File: src/rtl/m68k_bus_master.sv
// m68k_bus_master: queued request front end driving a 68000-style asynchronous bus.
// Requests (REQ_*) are held in a small FIFO. The head entry is run through the S0..S7
// bus cycle. Progress is paced by edges of the sampled M68K_CLK.
// Ports:
//   CLK, RESET_n          system clock, async active-low reset
//   M68K_CLK              bus clock, sampled as data
//   REQ_*                 request handshake (valid/ready), rw/size/address/write data
//   RSP_*                 one-CLK completion pulse, read data, error flag
//   M68K_*                bus address/data/strobes, terminations, 6800 VMA/E
module m68k_bus_master #(
   parameter int unsigned ADDR_W      = 24,
   parameter int unsigned DATA_W      = 16,
   parameter int unsigned FIFO_DEPTH  = 4,
   parameter int unsigned TIMEOUT_CYC = 256
) (
   input  logic              CLK,
   input  logic              RESET_n,
   input  logic              M68K_CLK,
   input  logic              REQ_VALID,
   output logic              REQ_READY,
   input  logic              REQ_RW,
   input  logic              REQ_SZ,
   input  logic [ADDR_W-1:0] REQ_A,
   input  logic [DATA_W-1:0] REQ_WD,
   output logic              RSP_VALID,
   output logic [DATA_W-1:0] RSP_RD,
   output logic              RSP_ERR,
   output logic [ADDR_W-2:0] M68K_A,
   input  logic [DATA_W-1:0] M68K_D_IN,
   output logic [DATA_W-1:0] M68K_D_OUT,
   output logic              M68K_D_OE,
   output logic              M68K_AS_n,
   output logic              M68K_UDS_n,
   output logic              M68K_LDS_n,
   output logic              M68K_RW,
   input  logic              M68K_DTACK_n,
   input  logic              M68K_BERR_n,
   input  logic              M68K_VPA_n,
   output logic              M68K_VMA_n,
   output logic              M68K_E
);

   localparam int unsigned PtrW = (FIFO_DEPTH > 1) ? $clog2(FIFO_DEPTH) : 1;
   localparam int unsigned CntW = $clog2(FIFO_DEPTH + 1);
   localparam int unsigned ToW  = $clog2(TIMEOUT_CYC + 1);

   typedef struct packed {
      logic              rw;
      logic              sz;
      logic [ADDR_W-1:0] a;
      logic [DATA_W-1:0] wd;
   } req_t;

   typedef enum logic [2:0] {S0, S1, S2, S3, S4, S5, S6, S7} state_e;

   // Synchronisers; mclk_prev_q holds the previous synchronised bus clock for edge detect.
   logic [1:0] mclk_sync_q, dtack_sync_q, berr_sync_q, vpa_sync_q;
   logic       mclk_prev_q;

   always_ff @(posedge CLK or negedge RESET_n) begin
      if (!RESET_n) begin
         mclk_sync_q  <= 2'b00;
         dtack_sync_q <= 2'b11;
         berr_sync_q  <= 2'b11;
         vpa_sync_q   <= 2'b11;
         mclk_prev_q  <= 1'b0;
      end else begin
         mclk_sync_q  <= {mclk_sync_q[0], M68K_CLK};
         dtack_sync_q <= {dtack_sync_q[0], M68K_DTACK_n};
         berr_sync_q  <= {berr_sync_q[0], M68K_BERR_n};
         vpa_sync_q   <= {vpa_sync_q[0], M68K_VPA_n};
         mclk_prev_q  <= mclk_sync_q[1];
      end
   end

   logic r_ev, f_ev, dtack_n_s, berr_n_s, vpa_n_s;
   assign r_ev      = mclk_sync_q[1] & ~mclk_prev_q;
   assign f_ev      = ~mclk_sync_q[1] & mclk_prev_q;
   assign dtack_n_s = dtack_sync_q[1];
   assign berr_n_s  = berr_sync_q[1];
   assign vpa_n_s   = vpa_sync_q[1];

   // Request FIFO; storage has no reset, only pointers and occupancy do.
   req_t            fifo_q [FIFO_DEPTH];
   logic [PtrW-1:0] wr_ptr_q, wr_ptr_d, rd_ptr_q, rd_ptr_d;
   logic [CntW-1:0] count_q, count_d;
   logic            push, pop;
   req_t            head;

   state_e              state_q, state_d;
   logic [3:0]          e_cnt_q, e_cnt_d;
   logic [ToW-1:0]      to_cnt_q, to_cnt_d;
   logic                vma_n_q, vma_n_d;
   logic                err_q, err_d;
   logic [DATA_W-1:0]   rd_q, rd_d;
   logic                rsp_valid_q, rsp_valid_d;
   logic                rsp_err_q, rsp_err_d;

   assign REQ_READY = (count_q != CntW'(FIFO_DEPTH));
   assign push      = REQ_VALID & REQ_READY;
   assign pop       = (state_q == S7) & r_ev;
   assign head      = fifo_q[rd_ptr_q];

   always_ff @(posedge CLK) begin
      if (push) fifo_q[wr_ptr_q] <= '{rw: REQ_RW, sz: REQ_SZ, a: REQ_A, wd: REQ_WD};
   end

   logic term_ok, term_err, term;
   always_comb begin
      // A VPA-terminated cycle completes when VMA is already low and E is about to fall.
      term_err = ~berr_n_s | (to_cnt_q == ToW'(TIMEOUT_CYC));
      term_ok  = ~dtack_n_s | (~vma_n_q & (e_cnt_q == 4'd8));
      term     = ~berr_n_s | term_ok | term_err;

      wr_ptr_d = push ? wr_ptr_q + PtrW'(1) : wr_ptr_q;
      rd_ptr_d = pop ? rd_ptr_q + PtrW'(1) : rd_ptr_q;
      count_d  = count_q + CntW'(push) - CntW'(pop);

      e_cnt_d = e_cnt_q;
      if (f_ev) e_cnt_d = (e_cnt_q == 4'd9) ? 4'd0 : e_cnt_q + 4'd1;

      state_d     = state_q;
      to_cnt_d    = to_cnt_q;
      vma_n_d     = vma_n_q;
      err_d       = err_q;
      rd_d        = rd_q;
      rsp_valid_d = 1'b0;
      rsp_err_d   = rsp_err_q;

      unique case (state_q)
         S0: if (f_ev && count_q != '0) begin
            state_d  = S1;
            to_cnt_d = '0;
         end
         S1: if (r_ev) state_d = S2;
         S2: if (f_ev) state_d = S3;
         S3: if (r_ev) begin
            if (term) begin
               state_d = S4;
               // DTACK or a VPA handshake wins over a timeout reached on the same edge.
               err_d   = ~berr_n_s | (~term_ok & term_err);
            end else begin
               if (to_cnt_q != ToW'(TIMEOUT_CYC)) to_cnt_d = to_cnt_q + ToW'(1);
               if (!vpa_n_s && e_cnt_q == 4'd2) vma_n_d = 1'b0;
            end
         end
         S4: if (r_ev) state_d = S4; else if (f_ev) state_d = S5;
         S5: if (r_ev) state_d = S6;
         S6: if (f_ev) begin
            state_d = S7;
            if (head.rw) rd_d = M68K_D_IN;
         end
         S7: if (r_ev) begin
            state_d     = S0;
            vma_n_d     = 1'b1;
            rsp_valid_d = 1'b1;
            rsp_err_d   = err_q;
         end
         default: state_d = S0;
      endcase
   end

   always_ff @(posedge CLK or negedge RESET_n) begin
      if (!RESET_n) begin
         wr_ptr_q    <= '0;
         rd_ptr_q    <= '0;
         count_q     <= '0;
         state_q     <= S0;
         e_cnt_q     <= 4'd0;
         to_cnt_q    <= '0;
         vma_n_q     <= 1'b1;
         err_q       <= 1'b0;
         rd_q        <= '0;
         rsp_valid_q <= 1'b0;
         rsp_err_q   <= 1'b0;
      end else begin
         wr_ptr_q    <= wr_ptr_d;
         rd_ptr_q    <= rd_ptr_d;
         count_q     <= count_d;
         state_q     <= state_d;
         e_cnt_q     <= e_cnt_d;
         to_cnt_q    <= to_cnt_d;
         vma_n_q     <= vma_n_d;
         err_q       <= err_d;
         rd_q        <= rd_d;
         rsp_valid_q <= rsp_valid_d;
         rsp_err_q   <= rsp_err_d;
      end
   end

   // Bus outputs decode straight from the state register so reset releases them at once.
   logic as_win, ds_win, wr_win, a_win;
   always_comb begin
      as_win = (state_q >= S2) && (state_q <= S6);
      ds_win = head.rw ? as_win : ((state_q >= S3) && (state_q <= S6));
      wr_win = ~head.rw && (state_q >= S2);
      a_win  = (state_q != S0);

      M68K_AS_n  = ~as_win;
      M68K_UDS_n = ~(ds_win & (~head.sz | ~head.a[0]));
      M68K_LDS_n = ~(ds_win & (~head.sz | head.a[0]));
      M68K_RW    = ~wr_win;
      M68K_D_OE  = wr_win;
      M68K_D_OUT = head.wd;
      M68K_A     = a_win ? head.a[ADDR_W-1:1] : '0;
   end

   assign M68K_VMA_n = vma_n_q;
   assign M68K_E     = (e_cnt_q > 4'd5);
   assign RSP_VALID  = rsp_valid_q;
   assign RSP_RD     = rd_q;
   assign RSP_ERR    = rsp_err_q;

endmodule
File: config.mk
export PLATFORM = sky130hd
export DESIGN_NAME = m68k_bus_master
export DESIGN_NICKNAME = d
export VERILOG_FILES = /design/src/rtl/m68k_bus_master.sv
export SDC_FILE = /design/constraint.sdc
export NUM_CORES = 1
export LEC_CHECK = 0
export ABC_AREA = 1
export CAP_MARGIN = 30
export CORE_MARGIN = 10
export CORE_UTILIZATION = 50
export CTS_BUF_LIST = sky130_fd_sc_hd__clkbuf_4 sky130_fd_sc_hd__clkbuf_8
export DETAILED_ROUTE_END_ITERATION = 7
export PLACE_DENSITY = 0.82
export SYNTH_ARGS = -nofsm -noshare
export SYNTH_HDL_FRONTEND = slang
export SYNTH_SLANG_ARGS = --single-unit
File: constraint.sdc
create_clock -name CLK -period 3.8 [get_ports CLK]
set_input_delay 0.57 -clock CLK [delete_from_list [all_inputs] [get_ports CLK]]
set_output_delay 0.57 -clock CLK [all_outputs]
set_load 0.02 [all_outputs]
Word-level counts from Yosys, hierarchy flattened
Memory sizes are Yosys's and may differ from the RTL's.
Cells that the tools add are included.
{"block": "totals", "reg_bits": 52, "ram_bits": 168, "inputBits": 65, "output_inout_bits": 65, "memories": 1}
{"block": "op_classes", "n_addsub": 6, "magnitude_cmp": 4, "eq_ne": 25, "muxes": 28, "n_bitwise": 28, "reduce_logical": 17}
{"name": "fifo_q", "words": 4, "word_bits": 42, "read_ports": 1, "rd_clocked_by_memory_dff": 0, "wr": 1, "line_no": "84", "text": "req_t fifo_q [FIFO_DEPTH];"}
{"op": "two-way mux 9 bit", "n": 4}
{"op": "two-way mux 3 bit", "n": 10}
{"op": "one-hot mux 3 bit (8 select lines)", "n": 1}
{"op": "two-way mux 23 bit", "n": 1}
{"op": "!= test 2 bit (second input constant)", "n": 11}
{"op": "one-hot mux 9 bit (2 select lines)", "n": 1}
{"op": "NOT 1 bit", "n": 13}
{"op": "== test 3 bit (second input constant)", "n": 4}
{"op": "AND reduction 5 bit", "n": 2}
{"op": "adder 9 x 1 -> 9 bit (second input constant)", "n": 1}
{"op": "== test 9 bit (second input constant)", "n": 1}
{"op": "two-way mux 1 bit", "n": 9}
{"op": "!= test 9 bit (second input constant)", "n": 1}
{"op": "AND reduction 9 bit", "n": 1}
{"op": "bitwise AND 1 bit", "n": 8}
{"op": "== test 4 bit (second input constant)", "n": 2}
{"op": "OR 1 bit", "n": 7}
{"op": "== test 3 x 2 -> 1 bit (second input constant)", "n": 2}
{"op": ">= comparator 3 x 2 -> 1 bit (second input constant)", "n": 2}
{"op": "!= test 3 bit (second input constant)", "n": 2}
{"op": "AND reduction 3 bit", "n": 2}
{"op": "nonzero test 3 bit", "n": 2}
{"op": "logical AND 1 bit", "n": 5}
{"op": "adder 2 x 1 -> 2 bit (second input constant)", "n": 2}
{"op": "13 further kinds", "n": 14}

Depth between registers and ports, before layout
{"block": "logic_depth", "word_depth": 8, "mapped_depth": 13}

Least setup slack after synthesis
No wires, ideal clock.
{"block": "synth_timing", "path_type": "register to register", "startpoint": "register count_q[1]", "endpoint": "memory fifo_q[0][0] (netlist name) (enable)", "setup_ns": 0.442, "arrival_time_ns": 2.642, "slack_ns": 0.716, "stages_incl_launch_ff": 5, "n_path_buf": 0, "cell_sequence": "dfrtp_1 > inv_1 > nand3_1 > nand2_1 > nor2_1"}
{"block": "synth_between", "elab_chain_len": 4}
{"element": "start: declaration", "line_no": "86", "text": "logic [CntW-1:0] count_q, count_d;"}
{"element": "start signal: assignment", "line_no": "179", "text": "count_q <= count_d;"}
{"element": "!= test 3 bit", "line_no": "99", "text": "assign REQ_READY = (count_q != CntW'(FIFO_DEPTH));"}
{"element": "via REQ_READY", "line_no": "20", "text": "output logic REQ_READY,"}
{"element": "bitwise AND 1 bit", "line_no": "100", "text": "assign push = REQ_VALID & REQ_READY;"}
{"element": "two-way mux 1 bit", "line_no": "105", "text": "if (push) fifo_q[wr_ptr_q] <= '{rw: REQ_RW, sz: REQ_SZ, a: REQ_A, wd: REQ_WD};"}
{"element": "two-way mux 1 bit (not written as such)", "line_no": "105"}
{"element": "end: declaration", "line_no": "84"}
The timed path passes the listed nets, and every way through them passes these cells.

Worst setup path after layout
{"block": "layout_timing", "startpoint": "register rd_ptr_q[0]", "endpoint": "output port M68K_UDS_n"}
{"block": "layout_between", "elab_chain_len": 5, "elab_cells_between_ends": 7}
{"element": "start: declaration", "line_no": "85", "text": "logic [PtrW-1:0] wr_ptr_q, wr_ptr_d, rd_ptr_q, rd_ptr_d;"}
{"element": "start signal: assignment", "line_no": "178", "text": "rd_ptr_q <= rd_ptr_d;"}
{"element": "memory (4 x 42 bit) (*)"}
{"element": "NOT 1 bit", "line_no": "200", "text": "M68K_UDS_n = ~(ds_win & (~head.sz | ~head.a[0]));"}
{"element": "OR 1 bit", "line_no": "200"}
{"element": "bitwise AND 1 bit (*)", "line_no": "200"}
{"element": "NOT 1 bit (*)", "line_no": "200"}
{"element": "end: declaration", "line_no": "33", "text": "output logic M68K_UDS_n,"}
Mark *: on every way between the ends. The rest lies on a longest branch, timed or not.

==> impl_metrics.env <==
export IMPL_cts_buffers_inserted=37
export IMPL_syn_inst=714
export IMPL_multi_input_area_um2=2240
export IMPL_cpMaxStageDelayCell="clkdlybuf4s50_1"
export IMPL_fin_skew_ns=0.0181
export IMPL_synth_edf_count=168
export IMPL_setup_viol_count_final=0
export IMPL_ios=130
export IMPL_cp_start_kind="flip-flop"
export IMPL_crit_path_frequent_cell="o21ai_0"
export IMPL_regArea_um2=6360
export IMPL_hpwl_mm=12.1
export IMPL_worst_hold_path_type="flip-flop to flip-flop"
export IMPL_grt_pass1_vias=5977
export IMPL_ys_flop_type="edfxtp_1"
export IMPL_critPathMaxFanout=64
export IMPL_cap_violations=0
export IMPL_rsz0062_at_grt="false"
export IMPL_critical_path_arrival_ns=3.03
export IMPL_cp_slowest_stage_delay_ns=0.67
export IMPL_crit_path_end_kind="output pin"
export IMPL_grt_max_degree=67
export IMPL_maxSlewViolCount=0
export IMPL_final_hold_viol_count=0
export IMPL_synth_nets=790
export IMPL_viasPerCell=5.33
export IMPL_synthToLayoutAreaGrowth_pct=26.2
export IMPL_placed_area_um2=10400
export IMPL_max_slew_worst_pin_slew_ns=0.868
export IMPL_core_area_um2=17300
export IMPL_p_leak_nw=4.17
export IMPL_fmax_mhz=278
export IMPL_yosysUniqueCellTypes=35
export IMPL_clkTransAtPathRegs_ns=0.06
export IMPL_cts_setup_buffers=0
export IMPL_n_antenna_cell=0
export IMPL_ir_drop_mv=0.680
export IMPL_cts_sinks=220
export IMPL_async_reset_ff_share_pct=23.6
export IMPL_slew_headroom_pct=42.1
export IMPL_routed_wl_mm=19.3
export IMPL_outcome="finished clean"
export IMPL_gp_congestion=0.810
export IMPL_power_density_nw_per_um2=843
export IMPL_cts_root_buf="clkbuf_8"
export IMPL_ant_nets=0
export IMPL_first_iter_violations=413
export IMPL_firstDrtPassIters=5
export IMPL_drive_above_1_share_pct=12.6
export IMPL_die_area_um2=23400
export IMPL_cts_tree="yes"
export IMPL_vias=5938
export IMPL_cts_max_path_buffers=3
export IMPL_wl_per_cell_um=17.3
export IMPL_fin_nets=939
export IMPL_crit_type="flip-flop to output pin"
export IMPL_yosysWarningCount=0
export IMPL_ys_seq_area_share_pct=71.8
export IMPL_die_w_um=153
export IMPL_drc=0
export IMPL_period_needed_ns=3.60
export IMPL_n_fill_cell=1243
export IMPL_post_route_util_pct=64.6
export IMPL_num_rows=48
export IMPL_antenna_found_initial=0
export IMPL_clk_latency_ns=0.52
export IMPL_grt_usage_pct=15.9
export IMPL_tns_ns=0
export IMPL_grt_first_pass_wirelength_mm=30.9
export IMPL_path_cells="inv_2 -> buf_12 -> o21ai_0 -> o22ai_1 -> inv_1 -> o21ai_0 -> clkdlybuf4s50_1"
export IMPL_initial_core_util_pct=51.2
export IMPL_required_ns=3.23
export IMPL_overflow=0
export IMPL_portBuffers=129
export IMPL_fin_area_um2=11200
export IMPL_h_tree_depth=2
export IMPL_die_h_um=153
export IMPL_synth_avg_cell_area_um2=12.4
export IMPL_synth_seq_cells=220
export IMPL_syn_area_um2=8850
export IMPL_post_route_period_util_pct=94.8
path summary, 6_finish.rpt:
path | from | end | slack [ns] | cells past startpoint
max | rd_ptr_q[0]$_DFFE_PN0P_ | M68K_UDS_n | 0.20 | 7
min | mclk_sync_q[0]$_DFF_PN0_ | mclk_sync_q[1]$_DFF_PN0_ | 0.35 | 0
max reg2reg | mclk_prev_q$_DFF_PN0_ | count_q[2]$_DFF_PN0_ | 1.49 | 9
min reg2reg | mclk_sync_q[0]$_DFF_PN0_ | mclk_sync_q[1]$_DFF_PN0_ | 0.35 | 0
max in group asynchronous | RESET_n | vpa_sync_q[0]$_DFF_PN1_ | 2.45 | 3
min in group asynchronous | RESET_n | to_cnt_q[1]$_DFFE_PN0P_ | 0.54 | 2
metrics by stage:
step                instances  worst slack (ns)  hold slack, ns  power (W)
floorplan                 714             0.716           0.274    0.00567
global placement         1048             0.740           0.341    0.00737
detailed placement       1048             0.661           0.344    0.00744
CTS                      1115            0.0733           0.357    0.00951
finish                   1115             0.198           0.352    0.00941
global route             1115            0.0242           0.359    0.00997
power by group:
group	internal (W)	total, W	switching (W)
Combinational	0.00159	0.00396	0.00237
Clock	0.00115	0.00204	0.000884
Sequential	0.00319	0.00342	0.000233
flip-flops by register name (all words and copies together) (netlist names):
signal,count
RSP_RD,16
fifo_q,168
mclk_prev_q,1
e_cnt_q,4
state_q,3
count_q,3
to_cnt_q,9
berr_sync_q,2
RSP_VALID,1
M68K_VMA_n,1
wr_ptr_q,2
rd_ptr_q,2
RSP_ERR,1
vpa_sync_q,2
mclk_sync_q,2
err_q,1
dtack_sync_q,2
kinds of logic (layout without fill, tap and decap cells):
family	count (synthesis)	after routing	synth area share, %
AOI/OAI and AO/OA	143	143	8.51
xor gates and xnor gates	11	11	1.09
adders and majority gates	11	11	1.64
buffers and inverters	66	242	3.21
DFF	220	220	71.8
muxes	16	16	2.46
and+or+nand+nor	247	247	11.3
cell type report:
cell class	instances	share of cell area, %
clock buffers	57	6.13
well taps	225	2.52
flip-flops and latches	220	56.9
inverters	34	1.14
repair buffers	142	12.8
multi-input cells	428	20.1
clock inverters	9	0.448
layer usage:
layer	GRT usage (%)	part of all wire, %
met5	0	0
met4	6.04	2.3
met3	5.19	8.8
met2	26.0	49
met1	19.3	40
layout by cell type (no fill, tap or decap), drive strengths merged:
master / instances
a211oi: 1
ha: 10
a32o: 1
clkdlybuf4s50: 128
buf: 13
dlygate4sd3: 1
o211a: 1
dfrtp: 45
nand3b: 1
nor2: 156
nor3b: 1
nand3: 21
clkinv: 6
edfxtp: 168
a21oi: 30
o22ai: 18
mux2: 16
o21ai: 91
nand2: 62
clkbuf: 57
nand4: 3
inv: 36
clkinvlp: 1
dfstp: 7
o21bai: 1
xnor2: 2
fa: 1
nor3: 3
xor2: 9
cells in the mapped netlist (all sizes together) (2+ instances only):
cell type / instances / area (um2)
buf: 17 / 100
dfstp: 7 / 184
edfxtp: 168 / 5040
nand3: 21 / 105
nand4: 3 / 18.8
mux2: 16 / 218
a21oi: 30 / 150
dfrtp: 45 / 1130
xnor2: 2 / 17.5
nand2: 62 / 243
nor2: 156 / 598
clkbuf: 15 / 56.3
o21ai: 91 / 455
inv: 34 / 128
ha: 10 / 125
nor3: 3 / 20.0
xor2: 9 / 78.8
o22ai: 18 / 113
critical path, delay by kind of cell, from the launching register on:
kind	cells	cell delay (ns)
buffers and inverters	4	1.36
AO/OA/AOI/OAI	3	0.57
flip-flops	1	0.55
what timing repair did:
item | in CTS | in global routing
setup endpoints to repair | 0 | 1
hold endpoints to repair | 10 | 0
hold buffers | 1 | 0
resized for setup | 0 | 1
Power figures use the tool's default switching activity.
==> RTL change: new RTL, same flow settings <==
Make the reset (`RESET_n`) synchronous in 2 clocked blocks. Comments in the files are not updated.
--- a/src/rtl/m68k_bus_master.sv
+++ b/src/rtl/m68k_bus_master.sv
@@ -57,7 +57,7 @@
    logic [1:0] mclk_sync_q, dtack_sync_q, berr_sync_q, vpa_sync_q;
    logic       mclk_prev_q;
 
-   always_ff @(posedge CLK or negedge RESET_n) begin
+   always_ff @(posedge CLK) begin
       if (!RESET_n) begin
          mclk_sync_q  <= 2'b00;
          dtack_sync_q <= 2'b11;
@@ -160,7 +160,7 @@
       endcase
    end
 
-   always_ff @(posedge CLK or negedge RESET_n) begin
+   always_ff @(posedge CLK) begin
       if (!RESET_n) begin
          wr_ptr_q    <= '0;
          rd_ptr_q    <= '0;
Check against the original RTL: differs if RESET_n is asserted again (counterexample within 4 cycles, from zero or initial values and one cycle with RESET_n low); with RESET_n held inactive, the same outputs for 10 cycles.
==> RTL change against the unedited design <==
Worst setup slack better by 77 ps. Sequential cell count is 2 higher. Area after synthesis is 0.95% higher. Final cell count is 11% higher. Design area is 0.64% higher. Critical path type unchanged. Wire length is 3.5% higher. Global-route usage is 0.46 points higher. Non-clock buffer count is 1 lower. Register-to-register slack worse by 200 ps.
Power is not compared: it rests on default switching activity, and its combinational part moved more than twofold at a synthesized area within 25%.
==> RTL change: results (changes against the unedited design) <==
----------------------------------------------------
[Status]
  Result of the run ... finished clean

[Placement]
  Number of cells in the design after placement ... 1172 (+12%)
  Detail Placement HPWL ... 12800 microns (+6.0%)

[Synthesis]
  Post-synthesis async set-or-reset flop share ... 0% (-24 points)
  Sequential cell area fraction in the yosys report ... 68.6% (-3.2 points)
  Net count of the mapped netlist ... 920 (+16%)
  Cell types with the highest counts after synthesis ... sky130_fd_sc_hd__nor2_1, sky130_fd_sc_hd__edfxtp_1, sky130_fd_sc_hd__nand2_1
  Synthesized instance count ... 844 (+18%)
  Main area contributors after synthesis ... sky130_fd_sc_hd__edfxtp_1, sky130_fd_sc_hd__dfxtp_1, sky130_fd_sc_hd__nor2_1

[Global routing]
  First-pass GRT wire length ... 32100 microns (+3.7%)
  GR met3 Demand/Resource ... 3.93% (-1.3 points)
  Via count of the first global-routing pass ... 6332 (+5.9%)
  Met1 global-route usage ... 18.9% (-0.35 points)
  Number of antenna violations at the first check in global routing ... 3 (+3)
  Pin count of the biggest net entering global routing ... 85 (+27%)

[Worst hold path]
  Cell count of the worst hold path ... 1 (+1)
  Hold path startpoint ... berr_sync_q[0]$_SDFF_PN1_

[Setup path]
  Cell type of the slowest stage on the worst timing path ... sky130_fd_sc_hd__buf_4
  Terminus of the critical flop-to-flop path ... RSP_RD[14]$_SDFFE_PN0P_
  Worst-case register-to-register setup slack ... 1290 ps (-200 ps)
  Maximum fanout along the worst path ... 84 (+31%)

[Drt]
  Number of detailed-routing iterations run before antenna repair ... 4 (-1)
  Initial DRC count ... 403 (-2.4%)
  Routed Wire Length ... 20000 microns (+3.5%)
  Via-to-Cell Ratio ... 5.15 (-3.3%)
  Routed wire per std cell ... 16.2 microns (-6.4%)

[Final layout]
  Nets ... 1060 (+13%)

[STA]
  Setup Skew ... 30.0 ps (+11.9 ps)
  Worst slew margin relative to its limit ... 44.3% (+2.2 points)

[Clock tree]
  Number of buffers inserted during clock tree synthesis ... 35 (-5.4%)

----------------------------------------------------
[RTL change: area by class of cell]
cell class / instances / area [sq um] / share of cell area (%)
diodes: 1 / 2.50 / 0.0223
clock buffers: 50 / 613 / 5.45
clock inverters: 10 / 129 / 1.15
inverters: 66 / 248 / 2.20
multi-input cells: 518 / 2430 / 21.6
flip-flops and latches: 222 / 6130 / 54.5
well taps: 225 / 282 / 2.50
repair buffers: 141 / 1410 / 12.5
[RTL change: power by group through the flow]
stage / sequential, mW / combinational, mW / clock (mW)
global route: 2.86 / 1.17 / 2.27
CTS: 2.84 / 1.09 / 2.16
floorplan: 2.89 / 0.578 / 0
detailed placement: 2.89 / 1.09 / 0
finish: 2.84 / 1.08 / 2.12
global placement: 2.89 / 1.07 / 0
[RTL change: routing by layer]
layer / share of wire [%] / wire [microns]
met5: 0.17 / 34
met1: 40 / 8060
met3: 6.1 / 1210
met2: 51 / 10200
met4: 2.4 / 483
[RTL change: worst reg2reg max path, cell delays in order, from the launching register on]
cell and delay, ps:
sky130_fd_sc_hd__dfxtp_2 330, sky130_fd_sc_hd__buf_4 660, sky130_fd_sc_hd__nand2_1 110, sky130_fd_sc_hd__nand3_1 110, sky130_fd_sc_hd__and2_1 170, sky130_fd_sc_hd__nand4_2 620, sky130_fd_sc_hd__nor2_1 300, sky130_fd_sc_hd__nor2_1 80
[RTL change: through the flow]
step / worst slack, ps / instance area, sq um
CTS: 237 / 11200
global placement: 870 / 10500
finish: 275 / 11200
floorplan: 742 / 8930
global route: 64.0 / 11200
detailed placement: 790 / 10500
[RTL change: logic make-up after synthesis]
| family | Yosys count | synth area share [%] |
|---|---|---|
| simple gates | 343 | 15.5 |
| flops | 222 | 68.6 |
| compound gates | 163 | 9.69 |
| buf+inv | 104 | 4.54 |
| fa+ha+maj | 11 | 1.62 |
| xor+xnor | 1 | 0.0980 |
[RTL change: how the worst max path moves through the flow]
stage                             endpoint  cells after the start
floorplan           fifo_q[0][0]$_DFFE_PP_                      4
global placement                M68K_UDS_n                      8
detailed placement              M68K_LDS_n                      8
CTS                             M68K_LDS_n                      8
global route                    M68K_LDS_n                      8
finish                          M68K_LDS_n                      8
